`config.mk`:
```
export PLATFORM = sky130hd
export DESIGN_NAME = dram_ring_scheduler
export DESIGN_NICKNAME = d
export VERILOG_FILES = /design/src/rtl/dram_ring_scheduler.sv
export SDC_FILE = /design/constraint.sdc
export NUM_CORES = 1
export LEC_CHECK = 0
export ABC_CLOCK_PERIOD_IN_PS = 2450
export CORE_AREA = 2 2 416 418
export CTS_CLUSTER_DIAMETER = 40
export DETAILED_ROUTE_END_ITERATION = 6
export DIE_AREA = 0 0 418 420
export SETUP_SLACK_MARGIN = 0.3
export SLEW_MARGIN = 40
export SYNTH_ARGS = -nofsm -noshare
export SYNTH_HDL_FRONTEND = slang
export SYNTH_SLANG_ARGS = --single-unit
```
`constraint.sdc`:
```
create_clock -name clk -period 2.45 [get_ports clk]
set_input_delay 0.3675 -clock clk [delete_from_list [all_inputs] [get_ports clk]]
set_output_delay 0.3675 -clock clk [all_outputs]
set_load 0.02 [all_outputs]
```
`src/rtl/dram_ring_scheduler.sv`:
```
// Wishbone sequencer for the DDR3 wrapper port, shared between a write producer and a read
// consumer. The DRAM region [BASE_ADDR, BASE_ADDR+RING_WORDS-1] is used as a circular buffer.
// One transaction is outstanding at a time. Simultaneous requests are arbitrated round-robin.
// Optional feature: define DRAM_RING_SCHED_TIMEOUT_EN to abort a bus cycle that receives no
// ack within TIMEOUT_CYCLES cycles; err_o pulses on abort and stays 0 without the macro.
module dram_ring_scheduler #(
  parameter int unsigned WORD_SIZE      = 256,
  parameter int unsigned ADDR_WIDTH     = 25,
  parameter int unsigned BASE_ADDR      = 0,
  parameter int unsigned RING_WORDS     = 1024,
  parameter int unsigned TIMEOUT_CYCLES = 1024
) (
  input  logic                          clk,
  input  logic                          rst,
  input  logic                          initialized_i,
  input  logic                          wr_req_i,
  input  logic [WORD_SIZE-1:0]          wr_data_i,
  output logic                          wr_done_o,
  input  logic                          rd_req_i,
  output logic [WORD_SIZE-1:0]          rd_data_o,
  output logic                          rd_valid_o,
  output logic                          cyc_o,
  output logic                          stb_o,
  output logic                          we_o,
  output logic [31:0]                   addr_o,
  output logic [WORD_SIZE-1:0]          data_o,
  input  logic [WORD_SIZE-1:0]          data_i,
  input  logic                          ack_i,
  output logic [$clog2(RING_WORDS):0]   level_o,
  output logic                          full_o,
  output logic                          empty_o,
  output logic                          err_o
);

  localparam int unsigned PtrW   = $clog2(RING_WORDS);
  localparam int unsigned LevelW = PtrW + 1;

  // Reject configurations the pointer arithmetic cannot handle.
  if ((RING_WORDS < 2) || ((RING_WORDS & (RING_WORDS - 1)) != 0)) begin : g_bad_ring
    $error("RING_WORDS must be a power of two and at least 2");
  end
  if (TIMEOUT_CYCLES < 1) begin : g_bad_timeout
    $error("TIMEOUT_CYCLES must be at least 1");
  end

  typedef enum logic [1:0] {
    StInitWait,
    StIdle,
    StBus,
    StDone
  } state_e;

  state_e              state_q;
  logic [PtrW-1:0]     wr_ptr_q;
  logic [PtrW-1:0]     rd_ptr_q;
  // 1: last grant went to the read side, so a tie goes to the writer.
  logic                last_grant_rd_q;

`ifdef DRAM_RING_SCHED_TIMEOUT_EN
  localparam int unsigned TmoW = (TIMEOUT_CYCLES > 1) ? $clog2(TIMEOUT_CYCLES) : 1;
  logic [TmoW-1:0]     tmo_cnt_q;
`endif

  logic                  wr_elig;
  logic                  rd_elig;
  logic                  grant_wr;
  logic [ADDR_WIDTH-1:0] wr_addr;
  logic [ADDR_WIDTH-1:0] rd_addr;

  // full_o/empty_o are registered copies of the level comparison, so eligibility uses them.
  assign wr_elig  = wr_req_i && !full_o;
  assign rd_elig  = rd_req_i && !empty_o;
  assign grant_wr = wr_elig && (!rd_elig || last_grant_rd_q);

  // Pointers stay inside the ring because PtrW wraps naturally at RING_WORDS.
  assign wr_addr = ADDR_WIDTH'(BASE_ADDR) + ADDR_WIDTH'(wr_ptr_q);
  assign rd_addr = ADDR_WIDTH'(BASE_ADDR) + ADDR_WIDTH'(rd_ptr_q);

  // Control FSM with registered bus, status and pulse outputs.
  always_ff @(posedge clk) begin
    if (rst) begin
      state_q         <= StInitWait;
      wr_ptr_q        <= '0;
      rd_ptr_q        <= '0;
      last_grant_rd_q <= 1'b1;
      level_o         <= '0;
      full_o          <= 1'b0;
      empty_o         <= 1'b1;
      cyc_o           <= 1'b0;
      stb_o           <= 1'b0;
      we_o            <= 1'b0;
      addr_o          <= '0;
      data_o          <= '0;
      rd_data_o       <= '0;
      wr_done_o       <= 1'b0;
      rd_valid_o      <= 1'b0;
      err_o           <= 1'b0;
`ifdef DRAM_RING_SCHED_TIMEOUT_EN
      tmo_cnt_q       <= '0;
`endif
    end else begin
      wr_done_o  <= 1'b0;
      rd_valid_o <= 1'b0;
      err_o      <= 1'b0;
      unique case (state_q)
        StInitWait: begin
          if (initialized_i) state_q <= StIdle;
        end
        StIdle: begin
          if (!initialized_i) begin
            state_q <= StInitWait;
          end else if (wr_elig || rd_elig) begin
            cyc_o           <= 1'b1;
            stb_o           <= 1'b1;
            we_o            <= grant_wr;
            addr_o          <= 32'(grant_wr ? wr_addr : rd_addr);
            if (grant_wr) data_o <= wr_data_i;
            last_grant_rd_q <= !grant_wr;
            state_q         <= StBus;
`ifdef DRAM_RING_SCHED_TIMEOUT_EN
            tmo_cnt_q       <= '0;
`endif
          end
        end
        StBus: begin
          if (ack_i) begin
            cyc_o   <= 1'b0;
            stb_o   <= 1'b0;
            state_q <= StDone;
            if (we_o) begin
              wr_ptr_q  <= wr_ptr_q + PtrW'(1);
              level_o   <= level_o + LevelW'(1);
              full_o    <= (level_o + LevelW'(1)) == LevelW'(RING_WORDS);
              empty_o   <= 1'b0;
              wr_done_o <= 1'b1;
            end else begin
              rd_data_o  <= data_i;
              rd_ptr_q   <= rd_ptr_q + PtrW'(1);
              level_o    <= level_o - LevelW'(1);
              full_o     <= 1'b0;
              empty_o    <= level_o == LevelW'(1);
              rd_valid_o <= 1'b1;
            end
          end
`ifdef DRAM_RING_SCHED_TIMEOUT_EN
          // Abort leaves pointers and level alone; the request is retried from IDLE.
          else if (tmo_cnt_q == TmoW'(TIMEOUT_CYCLES - 1)) begin
            cyc_o   <= 1'b0;
            stb_o   <= 1'b0;
            err_o   <= 1'b1;
            state_q <= StIdle;
          end else begin
            tmo_cnt_q <= tmo_cnt_q + TmoW'(1);
          end
`endif
        end
        StDone: begin
          // Requests are ignored here so the requester can drop its request.
          state_q <= StIdle;
        end
        default: begin
          state_q <= StInitWait;
        end
      endcase
    end
  end

endmodule

```
==> impl_metrics.yaml <==
synth:
  synth_top_family_by_area: "simple AND/OR/NAND/NOR gates"
  yosysUniqueCellTypes: 52
  synth-compound-area-share: 0.1423
  yosysSeqAreaShare: 0.5529
  ys_ff_latch: 562
  synth_edf_count: 0
  synthAdderAreaFrac: 0.006149
  yosysTopAreaCell: "dfxtp_1"
  yosys.cell_count.top_type: "nand2_1"
  syn_avg_cell_area_um2: 8.011
  post_synth_most_frequent_cells: "nand2_1 (1,045), dfxtp_1 (562), a21oi_1 (527)"
  syn_inst: 2540
  synth_warnings: 0
  syn_area_um2: 20350
  synthArstFlopShare: 0
  yosys-mux-area-fraction: 0.0009839
  synth-simple-area-share: 0.2221
  synth_area_leaders: "dfxtp_1 (55%), nand2_1 (19%), a21oi_1 (13%)"
  synthXorXnorAreaFrac: 0.01377
  synth_top_area_share: 0.5529
  synth_ff_type: "dfxtp_1"
detailed_routing:
  drt-pass1-iter-count: 6
  drt_iter0_drc: 1267
  route.detailed.drc: 0
  vias: 21419
  drt-total-wl_um: 100400
  wire_per_inst_um: 16.98
  ant_nets: 0
  viasPerCell: 3.623
final_layout:
  seqCellArea_um2: 11250
  syn2layout_area_growth_pct: 82.24
  nNetsFinal: 4116
  drive_above_1_share: 0.07435
  multi_input_area_um2: 7959
  final.fill_count: 18640
critical_path:
  cp_max_fo: 2
  critical-path-slowest-cell: "clkdlybuf4s50_1"
  cp.arrival_ps: 1720
  start_kind: "register"
  cp_top_family: "buffers and inverters"
  critical_path.cell_chain: "clkdlybuf4s50_1"
  crit_buf_inv: 1
  endpoint_kind: "output port"
  required_ps: 2080
  critPathKind: "register to output port"
  slowest_delay_ps: 670
clock_tree:
  root_buffer: "clkbuf_16"
  htree_levels: 3
  numCtsBuffers: 102
  clock_latency_ps: 710
  clock_path_buffers: 3
  clk_pin_slew_ps: 50
  cts.sinks: 562
  cts_tree: "built"
hold_path:
  hold_path_class: "primary input to register"
sta:
  rsz0062_at_grt: "no"
  finalMaxSlewViolations: 0
  layout_setup_ws_ps: 362.7
  hold_viol: 0
  setup-tns-final_ps: 0
  max_freq_mhz: 479.1
  fin_worst_skew_ps: 23.08
  period_share: 0.8520
  worst_slew_pin_slew_ps: 640.6
  slew_headroom: 0.5729
  setup-violations-final: 0
  post-route-min-period_ps: 2087
global_routing:
  grt.total_usage: 0.1059
  grt_pass1_wl_um: 137200
  overflow: 0
  grt_pass1_vias: 20624
  grt_max_degree: 95
  antenna_found_initial: 24
power_and_ir_drop:
  power_mw: 25.93
  p_per_area_nw_per_um2: 699.2
  peakVddDrop_mv: 0.5126
  power_leakage_nw: 12.90
placed_design:
  dp_hpwl_um: 77210
  place_ws_ps: 144.2
  gp_congestion: 0.8588
  portBuffers: 1057
flow_run:
  max_cap_violations: 0
die:
  die_area_um2: 175600
  die_h_um: 420
  initial_core_util: 0.1190
  die_x_um: 418
  rows: 152
  coreArea_um2: 171000
  io_pins: 1081
status:
  status: "finished, final reports clean"
registers in the layout (all words and copies together), names as in the netlist:
signal	flops
level_o	11
full_o	1
wr_ptr_q	10
rd_valid_o	1
we_o	1
data_o	256
rd_data_o	256
addr_o	10
state_q	2
rd_ptr_q	10
wr_done_o	1
last_grant_rd_q	1
stb_o	1
empty_o	1
power by group:
| group | internal, mW | switching, mW | total, mW |
|---|---|---|---|
| Sequential | 9.32 | 0.105 | 9.42 |
| Clock | 8.83 | 5.42 | 14.2 |
| Combinational | 1.21 | 1.04 | 2.25 |
what timing repair did:
item                       CTS  global route
buffers inserted             0             1
cloned                       0             3
hold endpoints to repair    16             0
hold buffers                 1             0
setup endpoints to repair   87            86
resized for setup           91            15
worst paths after layout:
check	cells after the start	slack (ps)	endpoint	startpoint
hold reg to reg	2	450	rd_data_o[183]$_SDFFE_PP0P_	rd_data_o[183]$_SDFFE_PP0P_
hold / removal	3	210	rd_data_o[43]$_SDFFE_PP0P_	data_i[43]
setup / recovery	1	360	rd_data_o[123]	rd_data_o[123]$_SDFFE_PP0P_
setup reg to reg	10	440	data_o[182]$_SDFFE_PP0P_	state_q[1]$_SDFFE_PP0P_
through the flow:
step                hold slack, ps  utilization  std cells  area [um^2]
CTS                          122.1       0.2160       5901        36930
global route                 154.1       0.2168       5910        37080
detailed placement           445.5       0.1962       5712        33540
floorplan                    447.9            -       2562        20430
finish                       209.1       0.2169       5912        37080
global placement             440.8       0.1962       5712        33540
metal layers:
metal	routed length (um)	GRT usage
met1	37910	0.1163
met2	49260	0.1749
met3	8757	0.04085
met4	4378	0.05825
met5	60	0
cells by family (layout without fill, tap and decap cells):
logic type,after synthesis,in the layout
simple gates,1154,1154
flops,562,562
compound gates,558,558
buf+inv,221,1331
xor+xnor,32,32
fa+ha+maj,10,10
mux,2,2
other cells,1,30
placed cells by master (no fill, tap or decap), types with 8 or more instances in the layout:
cell | Yosys | routed
inv_6 | 0 | 13
nand4_1 | 8 | 8
dlygate4sd2_1 | 0 | 83
clkinv_4 | 0 | 10
nor2_1 | 50 | 49
inv_1 | 8 | 8
dfxtp_1 | 562 | 559
clkbuf_8 | 0 | 9
xnor2_1 | 15 | 15
a222oi_1 | 10 | 10
inv_8 | 0 | 8
buf_4 | 46 | 44
ha_1 | 10 | 10
nand3_1 | 15 | 15
xor2_1 | 17 | 17
conb_1 | 1 | 23
buf_12 | 0 | 28
clkbuf_16 | 0 | 107
nand2_1 | 1045 | 1045
clkbuf_1 | 86 | 10
a21oi_1 | 527 | 527
dlymetal6s2s_1 | 0 | 11
clkdlybuf4s50_1 | 0 | 959
clkinvlp_4 | 0 | 18
final cells by class:
class / instances / area share
Antenna cell: 7 / 0.0004724
Clock buffer: 123 / 0.07454
Clock inverter: 65 / 0.01947
Inverter: 8 / 0.0008098
Multi-Input combinational cell: 1779 / 0.2146
Sequential cell: 562 / 0.3035
Tap cell: 2233 / 0.07535
Timing Repair Buffer: 1135 / 0.3112
No activity file was read; power rests on OpenSTA's default activity.
